`config.mk`:
```
export PLATFORM = sky130hd
export DESIGN_NAME = seq_divider
export DESIGN_NICKNAME = d
export VERILOG_FILES = /design/src/rtl/seq_divider.sv
export SDC_FILE = /design/constraint.sdc
export NUM_CORES = 1
export LEC_CHECK = 0
export BUFFER_PORTS_ARGS = -buffer_cell sky130_fd_sc_hd__buf_4
export CORE_ASPECT_RATIO = 0.9
export CORE_UTILIZATION = 45
export CTS_BUF_LIST = sky130_fd_sc_hd__clkbuf_4
export CTS_CLUSTER_DIAMETER = 50
export DETAILED_ROUTE_END_ITERATION = 8
export PLACE_DENSITY_LB_ADDON = 0.12
export SLEW_MARGIN = 20
export SYNTH_ARGS = -nofsm -noshare
export SYNTH_HDL_FRONTEND = slang
export SYNTH_SLANG_ARGS = --single-unit
```
`constraint.sdc`:
```
create_clock -name clk -period 11.57 [get_ports clk]
set_clock_uncertainty 0.05 [all_clocks]
set_input_delay 2.314 -clock clk [delete_from_list [all_inputs] [get_ports clk]]
set_output_delay 2.314 -clock clk [all_outputs]
set_load 0.05 [all_outputs]
```
`src/rtl/seq_divider.sv`:
```
// Multi-cycle signed restoring divider for the ALU DIV path.
// Returns {remainder, quotient}; divide-by-zero flagged via dbz.
module seq_divider #(
   parameter int WIDTH = 32
) (
   input  logic               clk,
   input  logic               clear,
   input  logic               start,
   input  logic [WIDTH-1:0]   dividend,
   input  logic [WIDTH-1:0]   divisor,
   output logic               busy,
   output logic               done,
   output logic               dbz,
   output logic [2*WIDTH-1:0] result
);

   localparam int CW = $clog2(WIDTH) + 1;

   typedef enum logic [1:0] {
      S_IDLE,
      S_ITER,
      S_FIX,
      S_DONE
   } state_t;

   state_t state, state_nx;

   logic [WIDTH-1:0] a;
   logic [WIDTH-1:0] q;
   logic [WIDTH-1:0] m;
   logic [CW-1:0]    cnt;
   logic             sign_q;
   logic             sign_r;

   logic             accept;
   logic             div_zero;
   logic             last_iter;
   logic [WIDTH:0]   a_sh;
   logic [WIDTH:0]   a_diff;
   logic [WIDTH-1:0] abs_dvd;
   logic [WIDTH-1:0] abs_dvs;
   logic [WIDTH-1:0] q_fix;
   logic [WIDTH-1:0] r_fix;

   assign accept    = start && (state == S_IDLE || state == S_DONE);
   assign div_zero  = (divisor == '0);
   assign last_iter = (cnt == CW'(WIDTH - 1));

   // Magnitudes wrap for the most negative value, which is then read unsigned.
   assign abs_dvd = dividend[WIDTH-1] ? -dividend : dividend;
   assign abs_dvs = divisor[WIDTH-1] ? -divisor : divisor;

   // Shifted partial remainder and trial subtraction; a_diff[WIDTH] set = negative.
   assign a_sh   = {a, q[WIDTH-1]};
   assign a_diff = a_sh - {1'b0, m};

   assign q_fix = sign_q ? -q : q;
   assign r_fix = sign_r ? -a : a;

   // State register.
   always_ff @(posedge clk or posedge clear) begin
      if (clear) state <= S_IDLE;
      else       state <= state_nx;
   end

   // Next-state and status outputs.
   always_comb begin
      state_nx = state;
      busy     = 1'b0;
      done     = 1'b0;
      unique case (state)
         S_IDLE: begin
            if (start) state_nx = div_zero ? S_DONE : S_ITER;
         end
         S_ITER: begin
            busy = 1'b1;
            if (last_iter) state_nx = S_FIX;
         end
         S_FIX: begin
            busy     = 1'b1;
            state_nx = S_DONE;
         end
         S_DONE: begin
            done = 1'b1;
            if (start) state_nx = div_zero ? S_DONE : S_ITER;
            else       state_nx = S_IDLE;
         end
         default: state_nx = S_IDLE;
      endcase
   end

   // Operand capture, iteration datapath and result write.
   always_ff @(posedge clk or posedge clear) begin
      if (clear) begin
         a      <= '0;
         q      <= '0;
         m      <= '0;
         cnt    <= '0;
         sign_q <= 1'b0;
         sign_r <= 1'b0;
         dbz    <= 1'b0;
         result <= '0;
      end else if (accept) begin
         if (div_zero) begin
            result <= {dividend, {WIDTH{1'b1}}};
            dbz    <= 1'b1;
         end else begin
            a      <= '0;
            q      <= abs_dvd;
            m      <= abs_dvs;
            sign_q <= dividend[WIDTH-1] ^ divisor[WIDTH-1];
            sign_r <= dividend[WIDTH-1];
            cnt    <= '0;
            dbz    <= 1'b0;
         end
      end else if (state == S_ITER) begin
         if (!a_diff[WIDTH]) a <= a_diff[WIDTH-1:0];
         else                a <= a_sh[WIDTH-1:0];
         q   <= {q[WIDTH-2:0], ~a_diff[WIDTH]};
         cnt <= cnt + CW'(1);
      end else if (state == S_FIX) begin
         result <= {r_fix, q_fix};
      end
   end

endmodule

```
### Word level (Yosys, flattened, before mapping)

Cells that the tools add are included.

* input bits: 67
* output and inout port bits: 67
* register bits: 171
* logic and storage cells: 64

* $add $sub $neg: 6
* multiplexer cells: 26
* equal/unequal tests: 9
* reductions and logical operators: 11
* bitwise logic cells: 3

Operators with widths (number)
* two-way mux 32 bit: 11
* two-way mux 64 bit: 4
* negation 32 bit: 4
* subtractor 33 x 32 -> 33 bit: 1
* zero test 32 bit: 1
* two-way mux 6 bit: 3
* two-way mux 2 bit: 4
* != test 2 bit, second input constant: 4
* one-hot mux 2 bit (4 select lines): 1
* adder 6 x 1 -> 6 bit, second input constant: 1
* equality test 6 x 5 -> 1 bit, second input constant: 1
* AND reduction 2 bit: 3
* equality test 2 bit, second input constant: 2
* nonzero test 2 bit: 2
* two-way mux 1 bit: 3
* AND reduction 3 bit: 1
* equality test 2 x 1 -> 1 bit, second input constant: 1
* zero test 2 bit: 1
* != test 2 x 1 -> 1 bit, second input constant: 1
* inverter 1 bit: 2
* OR reduction 2 bit: 1
* logical AND 1 bit: 1
* logical OR 1 bit: 1
* bitwise XOR 1 bit: 1

### Logic depth before layout (Yosys ltp)

Gate-level depths: netlist of run 1.

* word-level depth: 5
* gate-level depth with buffers: 13

### Least setup slack after synthesis of run 1

No wires, ideal clock.

* path type: input to register
* from: input port dividend[6]
* to: register q[24]
* arrival time: 4780 ps
* library setup time: 83 ps
* setup slack: 6658 ps
* data required time: 11437 ps
* stages: 7
* buffers on the path: 0
* cell sequence: or4_1 -> or4b_2 -> nand2b_1 -> nand2b_1 -> o41ai_1 -> mux2_2 -> o21ai_0

* cells in the longest elaborated chain, start to end: 4

RTL lines
* start: declaration: line 9 `input logic [WIDTH-1:0] dividend,`
* negation 32 bit: line 50 `assign abs_dvd = dividend[WIDTH-1] ? -dividend : dividend;`
* two-way mux 32 bit: line 50
* two-way mux 32 bit: line 104 `if (div_zero) begin`
* two-way mux 32 bit: line 103 `end else if (accept) begin`
* end signal: assignment: line 109 `q <= abs_dvd;`
* end signal: assignment: line 119 `q <= {q[WIDTH-2:0], ~a_diff[WIDTH]};`
* end: declaration: line 29 `logic [WIDTH-1:0] q;`

No other way between the ends. The select of a mux whose other input is x is not followed.
A chain may end at the register's enable or synchronous reset.

### Final worst setup path of run 1

* from: input port divisor[22]
* to: register result[59]

* cells in the longest elaborated chain, start to end: 3

RTL lines
* start: declaration: line 10 `input logic [WIDTH-1:0] divisor,`
* zero test 32 bit: line 46 `assign div_zero = (divisor == '0);`
* != test 2 x 1 -> 1 bit (no source line)
* AND reduction 3 bit (no source line)
* end signal: assignment: line 105 `result <= {dividend, {WIDTH{1'b1}}};`
* end signal: assignment: line 122 `result <= {r_fix, q_fix};`
* end: declaration: line 14 `output logic [2*WIDTH-1:0] result`

No other way between the ends.

==> metrics.txt, run 1 <==
run status finished, final reports clean; Post-synth EDFFs 0; Cell variety after synth 61; Antenna Nets Post-Route 0; initial antenna violation count 1; die area 25900 um2; top_reg_cell synth dfrtp_1; period utilization 44.9%; via density per instance 5.62; endpoints failing setup 0; post-synthesis sequential area ratio roughly 38%; GRT Residual Overflow 0; total CTS buffers 17; cell family with most CP delay simple AND/OR/NAND/NOR gates; H-tree depth 4; Worst Path Arrival 5.66 ns; routed length per instance between 15 and 20 um; asr flop ratio synth 100%; FF+latch count, synth 171; gp weighted congestion 0.871; Resize count post-CTS 0; Worst Hold Class reg2reg; Slowest-stage cell, CP or4_1; Tmin final slightly above 5 ns; worst slew pin tran just over 1 ns; final cell count without fillers 1793; DRT Pass-1 Iters 6; Core Util, Final 52.8%; DRC 0; vias in the first global route slightly above 9000; IO Count around 130; Gate Count Post-Synth 1358; first-pass GRT wire length 49100 um; placed cell area ~13000 um2; commonest non-fill, non-tap cells in the layout o21ai_0 (205), nand2_1 (192), dfrtp_1 (170); Starting Density a little under half; postcts setup bufs 0; Synth Net Count 1468; DR iter-0 viols 1003; Max Buffers Root-to-Sink 2; CTS tree built; CP peak stage delay about 0.56 ns; count of final hold-check violations 0; Buf/Inv on CP 1; final design area excluding fillers 12900 um2; share of cells above drive strength 1 14.0%; FMAX 193 MHz; max-cap violations 0; Clock transition at path regs about 0.16 ns; Final Max Slew Viols 0; crit path cell chain buf_4, or4_1, or3_1, nor3_1, nand4_1, nor3_1, nand2_1, nand2_4, o21ai_0, o21ai_0; Setup crit start kind input pin; Synth area leaders dfrtp_1 (38%), o21ai_0 (9.0%), xor2_1 (6.7%); Post-Place Cells approximately 1800; Crit. End Element flop; Worst-Skew Late Latency 0.60 ns; mean post-synth cell area 8.38 um2; CTS Root Cell clkbuf_4; Core Region 24500 um2; Yosys top cell area share between 30 and 40%; die extent in y about 150 um; largest net degree at the start of global routing 99; most common cell after layout, fill and taps aside o21ai_0; WP data required 12.03 ns; Max-slew headroom 31.9%; vias between 10000 and 15000; Final HPWL DP 22800 um; aggregate global-route resource usage 23.8%; nets 1553; mapped cell area 11400 um2; Rows 54; width of the die 170 um; Layout area overhead 13.7%; Crit Path Max Fanout 65; Setup TNS 0 ns; clock net sink count 171; Synth warnings 0; RSZ-0062 raised after global routing false; Detailed Route WL 30800 um; hold_buf cts 0; kind of critical path in2reg; Synth area leader dfrtp_1; port bufs ~130
## metal layers
metal	share of wire [%]	vias to the layer above	routed length, um	track usage, %
met5	0	-	0	0
met4	1.2	0	365	4.59
met3	5.0	23	1530	3.42
met2	44	283	13500	35.8
met1	50	4808	15400	36.3
li1	-	4965	-	-
## logic make-up after synthesis
family | count (synthesis) | share of synthesized area [%]
xor gates and xnor gates | 140 | 10.8
adders and majority gates | 43 | 4.79
muxes | 47 | 4.22
and+or+nand+nor | 414 | 16.7
buffers and inverters | 126 | 4.18
DFF | 171 | 37.6
AOI/OAI and AO/OA | 417 | 21.7
## worst reg2reg max path, cell delays in order (launching register included)
cell,delay [ns]
dfrtp_1,0.53
inv_1,0.16
fa_1,0.47
nand2b_1,0.18
a21oi_1,0.28
o21ai_0,0.30
and3_1,0.26
o31ai_1,0.40
a221oi_1,0.25
xnor2_4,0.17
buf_4,0.50
mux2i_1,0.31
o21ai_0,0.09
## cell usage after synthesis (all sizes together), types with 2 or more instances
master and number:
or3 20, a211oi 4, nor2 94, ha 42, o22a 4, o21ai 206
mux2 8, nor3 8, a41oi 4, a22o 2, nor4b 2, and3 7
nand4 6, o31ai 42, clkbuf 65, a32oi 2, a31oi 32, a21o 10
a21boi 4, and2 5, inv 51, xor2 87, or2 4, or3b 2
o211ai 5, buf 10, a21oi 68, dfrtp 171, nor4 9, o21bai 2
xnor2 53, nor2b 10, nand2 193, o41ai 17, nand3 22, or4 17
o21a 4, mux2i 39, nand2b 12
## registers in the layout, indices dropped and copies added (netlist names)
signal and flops:
cnt 6, m 32, sign_q 1, a 32, dbz 1, sign_r 1
result 64, q 32, state 2
## worst paths after layout
path | start | end | slack, ns | cells after the start
worst min register to register | result[62] | result[62] | 0.45 | 2
max in group asynchronous | clear | result[41] | 8.08 | 3
worst max-delay path | divisor[22] | result[59] | 6.38 | 10
worst min-delay path | result[62] | result[62] | 0.45 | 2
worst max register to register | a[0] | a[8] | 7.49 | 12
min in group asynchronous | clear | result[30] | 1.84 | 2
## through the flow
stage	setup slack, ns	hold slack, ns
2_1_floorplan	4.57	0.392
3_3_place_gp	5.54	0.415
3_5_place_dp	5.40	0.421
4_1_cts	6.03	0.455
5_1_grt	6.07	0.474
6_report	6.38	0.450
## final cells by class
| type | count | area (um2) |
|---|---|---|
| fill | 2405 | 11600 |
| clock buffer | 17 | 128 |
| tap | 336 | 420 |
| clock inverter | 15 | 180 |
| sequential | 171 | 4280 |
| inverter | 51 | 196 |
| antenna | 1 | 2.50 |
| multi-input combinational | 1061 | 6680 |
| timing repair buffer | 141 | 1060 |
Power of run 1 is not shown: default switching activity piles up to over one toggle a cycle in this logic, so the estimate is an artifact.
==> run 2: changes to the inputs <==
ABC_AREA = 1   (was unset)
clock period = 4.85 ns   (was 11.57 ns; I/O delays follow)
==> run 2 against run 1 <==
Net effect: final cell count is 39% higher; flip-flop and latch count stayed put; via count is 31% higher; core utilization is 1.1 points lower; final area is 12% higher; setup slack worse by 4.8 ns; global-route usage is 3.8 points higher.
==> metrics.txt, run 2 <==
GRT Residual Overflow 0; routed length per instance 16.0 um; top_reg_cell synth dfrtp_1; endpoints failing setup 0; worst slew pin tran 0.975 ns; mux cell area share after synthesis 0%; Worst Path Arrival 3.73 ns; share of cells above drive strength 1 9.91%; Final HPWL DP 30700 um; die area about 29000 um2; DRC 0; DRT Pass-1 Iters 8; synth cell count leaders nand2_1 (655), inv_1 (257), nor2_1 (206); mapped cell area 12900 um2; Cell variety after synth 44; Leak 0.00757 uW; Resize count post-CTS 0; Synth Net Count 2130; most used cell, CP nand2_1; width of the die 180 um; initial antenna violation count 1; RSZ-0062 raised after global routing false; crit path cell chain inv_1, ha_1, fa_1, inv_1, nand2_1, nand2_1, nand3_1, nand2_1, nand2_1, nand2_1, nand2_1, nand2_1, nand2_1, nand2_1, buf_4, nand2_1, nand3_1, nand2_1; first-pass GRT wire length roughly 64000 um; Antenna Nets Post-Route 0; clock net sink count roughly 170; Setup TNS 0 ns; post-synthesis simple-gate area fraction 36.2%; post-synthesis sequential area ratio 33.2%; nets between 2000 and 2500; commonest non-fill, non-tap cells in the layout nand2_1 (655), inv_1 (256), nor2_1 (205); aggregate global-route resource usage 27.6%; period utilization 67.9%; Storage cell area between 4000 and 5000 um2; IO Count 134; power per cell area 764 nW/um2; Tmin final 3.29 ns; largest net degree at the start of global routing 70; Post-synth EDFFs 0; Core Region around 28000 um2; WP data required about 5.3 ns; Gate Count Post-Synth 2020; die extent in y 163 um; H-tree depth 4; cell with the most instances after synthesis nand2_1; Crit Path Max Fanout 20; Top reg by flops result; count of final hold-check violations 0; Detailed Route WL 40100 um; Synth warnings 0; kind of critical path reg2reg; XOR/XNOR Fraction of Synth Area around 4.0%; Starting Density 45.9%; Worst Hold Class in2async; asr flop ratio synth 100%; Crit. End Element flop; main combinational cell family by area after synthesis simple AND/OR/NAND/NOR gates; DR iter-0 viols about 1100; CP peak stage delay 0.51 ns; Compound-Gate Fraction of Synth Area 12.6%; Max VDD drop 578 uV; fill count just under 3000; Synth area leader dfrtp_1; Core Util, Final between 50% and 60%; gp weighted congestion 0.929; Max Buffers Root-to-Sink 2; Worst-Skew Late Latency 0.58 ns; Synth area leaders dfrtp_1 (33%), nand2_1 (19%), inv_1 (7.5%); total CTS buffers 17; port bufs around 130; Rows 58; mean post-synth cell area 6.38 um2; max-cap violations 0; Setup crit start kind flop; Slowest-stage cell, CP nand2_1; vias in the first global route 12200; CTS Root Cell clkbuf_4; vias 13200; via density per instance between 5 and 6; Adder-Cell Fraction of Synth Area 4.23%; most common cell after layout, fill and taps aside nand2_1; Max-slew headroom 35.0%; Final Max Slew Viols 0; Layout area overhead 12.6%; run status finished, final reports clean; hold_buf cts 0; postcts setup bufs 0; Largest register FFs 64; area of the multi-input gates 7360 um2; FF+latch count, synth 171; Yosys top cell area share about a third; CTS tree built; Clock transition at path regs ~0.15 ns; FMAX 304 MHz; R2R setup slack around 1.6 ns
-- run 2: cell types whose count changed after synthesis, moves of 37 or more --
cell     before  now
xnor2_1      52   15
nand2_1     193  655
nor2_1       94  206
mux2i_1      39    0
xor2_1       87   44
nand3_1      22  189
o21ai_0     205  137
inv_1        51  257
-- run 2: path summary, 6_finish.rpt --
path | from | to | depth (start not counted)
worst max-delay path | q[31] | a[23] | 18
worst min-delay path | clear | a[7] | 2
worst max register to register | q[31] | a[23] | 18
worst min register to register | result[32] | result[32] | 2
max in group asynchronous | clear | state[0] | 3
min in group clk | result[32] | result[32] | 2
-- run 2: layer usage --
metal / GRT usage [%] / up-vias / wire length, um
met4: 6.57 / 0 / 546
li1: - / 6655 / -
met1: 39.7 / 6133 / 19600
met3: 3.20 / 32 / 2000
met5: 0 / - / 0
met2: 44.3 / 392 / 17900
-- run 2: kinds of logic after synthesis --
family	Yosys count
AO/OA/AOI/OAI	290
XOR/XNOR	59
adder cells (fa/ha/maj)	43
buffers and inverters	327
flip-flops	171
AND/OR/NAND/NOR	1130
-- run 2: power by group --
part,switching [uW],internal (uW),total [uW]
Clock,529,312,841
Combinational,5260,2390,7650
Sequential,540,2060,2600
Total,6330,4760,11100
-- run 2: through the flow --
stage | hold WS [ns] | total power, uW | instances | cell area [um2] | setup slack, ns
2_1_floorplan | 0.402 | 8110 | 2020 | 12900 | 1.65
4_1_cts | 0.456 | 11100 | 2499 | 14500 | 1.53
6_report | 0.314 | 11100 | 2501 | 14500 | 1.56
3_3_place_gp | 0.418 | 10100 | 2467 | 14200 | 1.47
5_1_grt | 0.273 | 12100 | 2501 | 14500 | 1.28
3_5_place_dp | 0.417 | 10200 | 2467 | 14200 | 1.42
-- run 2: cell type report --
class | count | share of cell area, %
antenna | 1 | 0.0172
timing repair buffer | 149 | 7.96
tap | 360 | 3.10
multi-input combinational | 1522 | 50.7
clock inverter | 13 | 0.862
clock buffer | 19 | 0.983
sequential | 171 | 29.5
inverter | 266 | 6.90
-- run 2: critical path, delay by kind of cell (launching register included) --
kind,cells,cell delay (ns)
simple gates,13,1.53
flops,1,0.40
fa+ha+maj,2,0.71
buf+inv,3,0.51
Power figures use the tool's default switching activity.
==> run 3: changes to the inputs <==
clock period = 3.44 ns   (was 4.85 ns; I/O delays follow)
==> run 3 against run 2 <==
Net effect: register-to-register slack got worse by 0.89 ns; global-route usage rose by 0.48 points; die area unchanged; clock power grew 43%; non-clock buffer count grew 12; first-iteration DRC count is 2.9% lower; final area up 0.93%; flip-flop and latch count unchanged; largest power group unchanged.
==> metrics.txt, run 3 (synthesis gave the netlist of run 2 again) <==
run status finished, final reports clean; reg2reg start q[31]; DRC 0; Antenna Nets Post-Route 0; RSZ-0062 raised after global routing false; port bufs 133; Buf/Inv on CP 3; vias in the first global route roughly 12000; endpoints failing setup 0; first-pass GRT wire length 65300 um; Top reg by flops result; period utilization 80.6%; GRT Residual Overflow 0; vias 13400; Worst Path Arrival ~3.2 ns; r2r worst-path depth 18; Post-Place Cells 2479; crit path cell chain inv_1, ha_1, fa_1, inv_1, nand2_1, nand2_1, nand3_1, nand2_1, nand2_1, nand2_1, nand2_1, nand2_1, nand2_1, nand2_1, buf_4, nand3_1, nand3_1, nand2_1; Setup crit start kind flop; Clock transition at path regs 0.20 ns; die extent in y about 160 um; initial antenna violation count 1; cell family with most CP delay simple AND/OR/NAND/NOR gates; via density per instance 5.33; DRT Pass-1 Iters 5; gp weighted congestion 0.958; Tmin final between 2 and 3 ns; hold path depth 4; CTS tree built; Resize count post-CTS 0; Max-slew headroom 35.6%; Layout area overhead 13.6%; Worst-Skew Late Latency ~0.60 ns; Largest register FFs 64; WP data required 3.89 ns; aggregate global-route resource usage between 20% and 30%; Worst R2R End a[25]; Final HPWL DP 31500 um; H-tree depth 4; Max Buffers Root-to-Sink 2; worst slew pin tran 0.966 ns; Setup TNS 0 ns; most used cell, CP nand2_1; nets 2249; DR iter-0 viols 1085; R2R setup slack 0.67 ns; max-cap violations 0; Slowest-stage cell, CP fa_1; Detailed Route WL 40500 um; Final Max Slew Viols 0; width of the die 180 um; Max VDD drop 857 uV; IO Count 134; clock net sink count 171; CP peak stage delay approximately 0.43 ns; most common cell after layout, fill and taps aside nand2_1; Crit Path Max Fanout 21; FMAX 361 MHz; share of cells above drive strength 1 10.4%; commonest non-fill, non-tap cells in the layout nand2_1 (655), inv_1 (256), nor2_1 (205); final cell count without fillers 2515; Hold Path End q[30]; Leak between 0.007 and 0.008 uW; kind of critical path reg2reg; total CTS buffers 17; largest net degree at the start of global routing just over 60; postcts setup bufs 0; count of final hold-check violations 0; CTS Root Cell clkbuf_4; die area a little under 30000 um2; Rows 58; HP Start dividend[30]; Core Region 28100 um2; power per cell area 1080 nW/um2; Crit. End Element flop; Worst Hold Class in2reg; Starting Density 45.9%; routed length per instance 16.1 um
run 3: layer usage:
metal  track usage, %  part of all wire [%]
met5                0                     0
met4             7.93                   2.0
met3             3.26                   5.4
met2             45.0                    45
met1             40.0                    48
run 3: final cells by class:
cell class / instances / area [um2]
Sequential cell: 171 / 4280
Timing Repair Buffer: 161 / 1290
Clock buffer: 18 / 135
Fill cell: 2949 / 13400
Inverter: 266 / 1000
Clock inverter: 14 / 133
Antenna cell: 3 / 7.51
Multi-Input combinational cell: 1522 / 7360
Tap cell: 360 / 450
run 3: repair_timing:
action,CTS,global route
setup endpoints to repair,0,0
hold buffers,1,0
endpoints found under the hold margin,8,0
run 3: per-stage QoR:
stage	hold slack, ns	power (uW)	setup slack (ns)	util [%]	instance area (um2)
floorplan	0.402	11400	0.519	-	12900
global placement	0.416	14500	0.573	51.1	14400
detailed placement	0.417	14600	0.518	51.1	14400
CTS	0.262	15900	0.659	52.1	14600
global route	0.290	17400	0.357	52.2	14600
finish	0.313	15900	0.668	52.2	14700
run 3: worst max-delay path by stage:
stage | startpoint | endpoint | slack, ns | cells after the start
finish | q[31] | a[25] | 0.67 | 18
global route | q[31] | a[18] | 0.36 | 18
CTS | q[31] | a[18] | 0.66 | 18
detailed placement | divisor[0] | result[11] | 0.52 | 12
global placement | divisor[0] | result[1] | 0.57 | 12
floorplan | clear | a[0] | 0.52 | 1
run 3: worst reg2reg max path: cells and delay by family, from the launching register on:
family	cells	cell delay, ns
simple gates	13	1.10
buf+inv	3	0.45
fa+ha+maj	2	0.70
flops	1	0.39
run 3: power by group:
group	switching (uW)	total, uW	internal, uW
clock network	872	1200	329
registers	775	3670	2900
logic	7470	11000	3550
total	9110	15900	6770
